==> config.mk <==
export PLATFORM = sky130hd
export DESIGN_NAME = clock_mode_ctrl_multi
export DESIGN_NICKNAME = d
export VERILOG_FILES = /design/src/rtl/clock_mode_ctrl_multi.sv
export SDC_FILE = /design/constraint.sdc
export NUM_CORES = 1
export LEC_CHECK = 0
export BUFFER_PORTS_ARGS = -buffer_cell sky130_fd_sc_hd__buf_2
export CAP_MARGIN = 20
export CORE_MARGIN = 1.5
export CORE_UTILIZATION = 45
export DETAILED_ROUTE_END_ITERATION = 10
export PLACE_DENSITY = 0.65
export SLEW_MARGIN = 10
export SYNTH_ARGS = -nofsm -noshare
export SYNTH_HDL_FRONTEND = slang
export SYNTH_SLANG_ARGS = --single-unit
==> constraint.sdc <==
create_clock -name clk -period 2.9 [get_ports clk]
set_clock_uncertainty 0.05 [all_clocks]
set_input_delay 0.29 -clock clk [delete_from_list [all_inputs] [get_ports clk]]
set_output_delay 0.29 -clock clk [all_outputs]
set_load 0.005 [all_outputs]
==> src/rtl/clock_mode_ctrl_multi.sv <==
// clock_mode_ctrl_multi: mode sequencer, multi-slot alarm with ring/snooze/timeout, and display mux
module clock_mode_ctrl_multi #(
    parameter int NUM_ALARMS     = 4,
    parameter int RING_SECONDS   = 60,
    parameter int SNOOZE_MINUTES = 5,
    localparam int AW = (NUM_ALARMS > 1) ? $clog2(NUM_ALARMS) : 1
) (
    input  logic                  clk,
    input  logic                  rst,
    input  logic                  second_tick,
    input  logic                  mode_button,
    input  logic                  snooze_button,
    input  logic                  stop_alarm_button,
    input  logic [4:0]            normal_hours,
    input  logic [5:0]            normal_minutes,
    input  logic [4:0]            set_alarm_hours,
    input  logic [5:0]            set_alarm_minutes,
    input  logic                  on_off_alarm,
    input  logic                  set_alarm_ack_flag,
    input  logic [5:0]            stop_watch_minutes,
    input  logic [5:0]            stop_watch_seconds,
    input  logic                  stop_watch_ack_flag,
    input  logic [4:0]            set_time_hours,
    input  logic [5:0]            set_time_minutes,
    input  logic                  set_time_ack_flag,
    input  logic                  set_time_active,
    output logic                  set_time_en,
    output logic                  set_alarm_en,
    output logic                  stop_watch_en,
    output logic                  normal_en,
    output logic [AW-1:0]         alarm_sel,
    output logic [NUM_ALARMS-1:0] alarm_armed,
    output logic                  alarm_sound,
    output logic [AW-1:0]         alarm_id,
    output logic [5:0]            hours_fsm,
    output logic [5:0]            minutes_fsm
);
    localparam int CW = $clog2(RING_SECONDS + 1);

    typedef enum logic [1:0] {NORMAL, ALARM_SET, STOP_WATCH, SET_TIME} state_t;

    state_t                state, state_next;
    logic [AW-1:0]         sel_next;
    logic                  mode_prev, mode_pe, last_sel, write_slot;
    logic [4:0]            slot_h [NUM_ALARMS];
    logic [5:0]            slot_m [NUM_ALARMS];
    logic [NUM_ALARMS-1:0] match, match_prev, match_rise;
    logic [AW-1:0]         first_id;
    logic                  snz_pending, snz_match, snz_prev, snz_rise, snz_cancel;
    logic [4:0]            snz_h, snz_h_new;
    logic [5:0]            snz_m, snz_m_new;
    logic [6:0]            msum;
    logic                  wrap;
    logic [CW-1:0]         ring_cnt;
    logic [5:0]            disp_h, disp_m;

    assign mode_pe    = mode_button & ~mode_prev;
    assign last_sel   = alarm_sel == AW'(NUM_ALARMS - 1);
    assign write_slot = (state == ALARM_SET) && set_alarm_ack_flag;

    assign set_alarm_en  = state == ALARM_SET;
    assign stop_watch_en = state == STOP_WATCH;
    assign set_time_en   = state == SET_TIME;
    assign normal_en     = (state == SET_TIME) && set_time_ack_flag && set_time_active;

    // Mode advance on a button rising edge; each mode except NORMAL needs its ack to leave
    always_comb begin
        state_next = state;
        sel_next   = alarm_sel;
        if (mode_pe) begin
            case (state)
                NORMAL: begin
                    state_next = ALARM_SET;
                    sel_next   = '0;
                end
                ALARM_SET: begin
                    if (set_alarm_ack_flag) begin
                        if (last_sel) state_next = STOP_WATCH;
                        else          sel_next   = alarm_sel + AW'(1);
                    end
                end
                STOP_WATCH: if (stop_watch_ack_flag) state_next = SET_TIME;
                default:    if (set_time_ack_flag)   state_next = NORMAL;
            endcase
        end
    end

    // Mode state, slot cursor and button history
    always_ff @(posedge clk) begin
        if (!rst) begin
            state     <= NORMAL;
            alarm_sel <= '0;
            mode_prev <= 1'b0;
        end else begin
            state     <= state_next;
            alarm_sel <= sel_next;
            mode_prev <= mode_button;
        end
    end

    // Alarm slot storage; the entry is captured into the slot under edit while its ack is high
    always_ff @(posedge clk) begin
        if (!rst) begin
            for (int i = 0; i < NUM_ALARMS; i++) begin
                slot_h[i] <= '0;
                slot_m[i] <= '0;
            end
            alarm_armed <= '0;
        end else if (write_slot) begin
            slot_h[alarm_sel]      <= set_alarm_hours;
            slot_m[alarm_sel]      <= set_alarm_minutes;
            alarm_armed[alarm_sel] <= on_off_alarm;
        end
    end

    // Per-slot match against running time and lowest newly-matching slot
    always_comb begin
        match    = '0;
        first_id = '0;
        for (int i = NUM_ALARMS - 1; i >= 0; i--) begin
            match[i] = alarm_armed[i] && (slot_h[i] == normal_hours) && (slot_m[i] == normal_minutes);
            if (match[i] && !match_prev[i]) first_id = AW'(i);
        end
    end

    assign match_rise = match & ~match_prev;
    assign snz_match  = snz_pending && (snz_h == normal_hours) && (snz_m == normal_minutes);
    assign snz_rise   = snz_match & ~snz_prev;
    assign snz_cancel = snz_pending && !alarm_armed[alarm_id];

    assign msum      = {1'b0, normal_minutes} + 7'(SNOOZE_MINUTES);
    assign wrap      = msum >= 7'd60;
    assign snz_m_new = wrap ? 6'(msum - 7'd60) : msum[5:0];
    assign snz_h_new = !wrap ? normal_hours : (normal_hours >= 5'd23 ? 5'd0 : normal_hours + 5'd1);

    // Ring control: start on a fresh match edge, end by stop > snooze > timeout
    always_ff @(posedge clk) begin
        if (!rst) begin
            alarm_sound <= 1'b0;
            alarm_id    <= '0;
            ring_cnt    <= '0;
            match_prev  <= '0;
            snz_prev    <= 1'b0;
        end else begin
            match_prev <= match;
            snz_prev   <= snz_match;
            if (!alarm_sound) begin
                if (|match_rise || snz_rise) begin
                    alarm_sound <= 1'b1;
                    ring_cnt    <= '0;
                    alarm_id    <= |match_rise ? first_id : alarm_id;
                end
            end else if (stop_alarm_button || snooze_button) begin
                alarm_sound <= 1'b0;
            end else if (second_tick) begin
                if (ring_cnt == CW'(RING_SECONDS - 1)) alarm_sound <= 1'b0;
                else                                   ring_cnt    <= ring_cnt + CW'(1);
            end
        end
    end

    // Snooze target: armed by a snooze press, consumed when it fires, dropped by stop or disarm
    always_ff @(posedge clk) begin
        if (!rst) begin
            snz_pending <= 1'b0;
            snz_h       <= '0;
            snz_m       <= '0;
        end else if (alarm_sound && stop_alarm_button) begin
            snz_pending <= 1'b0;
        end else if (alarm_sound && snooze_button) begin
            snz_pending <= 1'b1;
            snz_h       <= snz_h_new;
            snz_m       <= snz_m_new;
        end else if (snz_rise || snz_cancel) begin
            snz_pending <= 1'b0;
        end
    end

    // Display source selected by mode
    always_comb begin
        disp_h = state == NORMAL    ? {1'b0, normal_hours} :
                 state == ALARM_SET ? {1'b0, slot_h[alarm_sel]} :
                 state == STOP_WATCH ? stop_watch_minutes : {1'b0, set_time_hours};
        disp_m = state == NORMAL    ? normal_minutes :
                 state == ALARM_SET ? slot_m[alarm_sel] :
                 state == STOP_WATCH ? stop_watch_seconds : set_time_minutes;
    end

    // Registered display pair
    always_ff @(posedge clk) begin
        if (!rst) begin
            hours_fsm   <= '0;
            minutes_fsm <= '0;
        end else begin
            hours_fsm   <= disp_h;
            minutes_fsm <= disp_m;
        end
    end
endmodule

==> impl_metrics.yaml <==
sta:
  tightest_slew_ns: 0.9156
  post-route-min-period_ns: 2.436
  setup_tns_ns: 0
  min_period_over_period_pct: 83.99
  slew-limit-headroom_pct: 38.96
  final-max-slew-violation-count: 0
  setup_slack_ns: 0.4643
  rsz0062_at_grt: "no"
  setup_violations: 0
  fin_hold_ws_ns: 0.1214
  max_freq_ghz: 0.4106
  hold_viol_final: 0
synthesis:
  syn_nets: 619
  synth_warnings: 0
  ys_seq_area_share_pct: 43.08
  synthMuxAreaShare_pct: 7.492
  synth_adder_area_share_pct: 3.699
  syn_avg_cell_area_um2: 9.752
  synth_area_leaders: "edfxtp_1 25%, dfxtp_1 18%, xnor2_1 9.7%"
  synth_compound_area_share_pct: 10.93
  yosys.area.top_type: "edfxtp_1"
  netlist.area_leader.share_pct: 24.72
  syn_inst: 548
  synthArstFlopShare_pct: 0
  synthFlopType: "dfxtp_1"
  synth_cell_types: 51
  synth-xor-area-share_pct: 9.998
  yosys_register_bits: 93
  synth_simple_gate_area_share_pct: 20.70
  syn-cell-area_um2: 5344
  synth_top_family_by_area: "simple AND/OR/NAND/NOR gates"
  synth_edf_count: 44
setup_path:
  crit_buf_inv: 1
  crit_top_cell: "ha_1"
  cp_cell_sequence: "buf_2 -> ha_1 -> xnor2_1 -> ha_1 -> nand4_1 -> o32ai_4 -> a21oi_2 -> a21o_1 -> or4_1 -> a31oi_1"
  cpLargestDelayFamily: "simple AND/OR/NAND/NOR gates"
  required_ns: 3.12
  crit_type: "in -> reg"
  slowest_delay_ns: 0.51
  setup.worst_path.end_class: "flop"
  cp.arrival_ns: 2.66
  crit_fanout: 10
  startpoint_type: "primary input"
  cp_slowest_cell: "or4_1"
pwr:
  p_leak_nw: 2.325
  ir_drop_mv: 0.2739
  power_density_nw_per_um2: 506.3
detailed_routing:
  vias: 4182
  vias_per_cell: 5.503
  ant_nets: 0
  drc: 3
  drt_wl_total_mm: 12.72
  wire_per_inst_um: 16.73
  drtIter0Drc: 247
  drt-pass1-iter-count: 7
job:
  maxCapViolCount: 0
clock_tree:
  cts_buffers: 9
  clkSinkCount: 93
  clk_path_buf_depth: 2
  htree_num_levels: 3
  cts-hold-fix-buffers: 0
  clk_pin_slew_worst_paths_ns: 0.07
  cts_tree: "built"
  cts-root-buf: "clkbuf_16"
  post_cts_resize_count: 0
  clock_latency_ns: 0.35
  post-cts-setup-buffers: 0
floorplan:
  die_x_um: 112.0
  dieArea_um2: 12540
  floorplan.rows: 39
  ioPinCount: 81
  die_h_um: 112.0
  core-area_um2: 11520
  initial_utilization_pct: 46.40
global_routing:
  use_met2_pct: 34.57
  grt-ovfl-total: 0
  grt_pass1_vias: 4028
  grt_max_degree: 34
  track_usage_pct: 20.91
  grt-busiest-layer: "met2"
  grt_pass1_wl_mm: 20.42
  gr-usage-met1_pct: 27.26
  antenna_found_initial: 0
  met3_usage_pct: 3.647
final_layout:
  fin_area_um2: 6112
  nNetsFinal: 683
  drive_gt1_share_pct: 19.61
  diodes: 0
  mostFrequentLayoutCells: "80 x buf_2, 59 x xnor2_1, 54 x nor2_1, 49 x dfxtp_1, 44 x edfxtp_1"
  final_common_cell: "buf_2"
  areaGrowthSynthToFinish_pct: 14.38
place:
  gp_congestion: 0.8873
  placedInstanceArea_um2: 5824
  hpwl_mm: 9.768
  post-place-ws_ns: 0.1533
  io_buffer_count: 80
outcome:
  violations: "design-rule violations"
  outcome: "complete, but fails checks"
min_path:
  worstHoldPathType: "in -> reg"
-- report_power, final --
part           switching (W)  total, W  leakage (nW)  internal [W]
registers          0.0000395   0.00147         0.853       0.00143
logic               0.000272  0.000473          1.33      0.000201
clock network       0.000554   0.00115         0.139      0.000600
-- cell families (layout without fill, tap and decap cells) --
kind of cell	after synthesis	in the layout
buffers and inverters	48	117
muxes	25	25
AOI/OAI and AO/OA	94	94
xor gates and xnor gates	61	61
adders and majority gates	16	16
and+or+nand+nor	211	211
DFF	93	93
-- stage by stage --
step	std cells	util [%]	power (W)
detailed placement	744	50.58	0.001967
global placement	744	50.58	0.001959
global route	760	53.07	0.003228
floorplan	548	-	0.001810
finish	760	53.07	0.003094
CTS	760	53.07	0.003120
-- registers in the layout, summed over array words and instances (netlist names), named ones only --
| register | cells |
|---|---|
| state | 2 |
| hours_fsm | 6 |
| snz_h | 5 |
| ring_cnt | 6 |
| alarm_id | 2 |
| snz_m | 6 |
| slot_m | 24 |
| alarm_sound | 1 |
| alarm_sel | 2 |
| alarm_armed | 4 |
| snz_pending | 1 |
| match_prev | 4 |
| minutes_fsm | 6 |
| slot_h | 20 |
| mode_prev | 1 |
| snz_prev | 1 |
-- per-layer routing --
metal	vias up	part of all wire, %
li1	2093	-
met1	1983	46
met2	87	48
met3	19	3.8
met4	0	2.4
met5	-	0
-- layout make-up --
cell class | instances | area, µm²
sequential | 93 | 2302
clock buffer | 9 | 225.2
tap | 143 | 178.9
timing repair buffer | 91 | 483.0
clock inverter | 7 | 62.56
fill | 1052 | 5404
inverter | 10 | 37.54
multi-input combinational | 407 | 2823
-- cell usage after synthesis (all sizes together) (2+ instances only) --
cell	instances
a2111o	2
a211oi	5
a21o	4
a21oi	41
a31oi	5
and2	36
and3	15
buf	20
clkbuf	18
dfxtp	49
edfxtp	44
ha	15
inv	10
mux2i	13
mux4	12
nand2	29
nand2b	8
nand3	13
nand4	23
nor2	54
nor3	8
nor3b	4
nor4	11
o21ai	21
o22ai	3
o2bb2ai	4
o31ai	2
or4	2
xnor2	59
xor2	2
-- worst paths after layout --
kind / cells past startpoint / start / slack, ns / endpoint
worst max register to register: 7 / state[0]$_SDFFE_PN0P_ / 0.52 / state[0]$_SDFFE_PN0P_
worst min-delay path: 2 / mode_button / 0.12 / mode_prev$_SDFF_PN0_
worst max-delay path: 10 / normal_minutes[1] / 0.46 / snz_h[4]$_SDFFE_PN0P_
worst min register to register: 2 / snz_m[4]$_SDFFE_PN0P_ / 0.42 / snz_m[4]$_SDFFE_PN0P_
(Power assumes the default switching activity.)
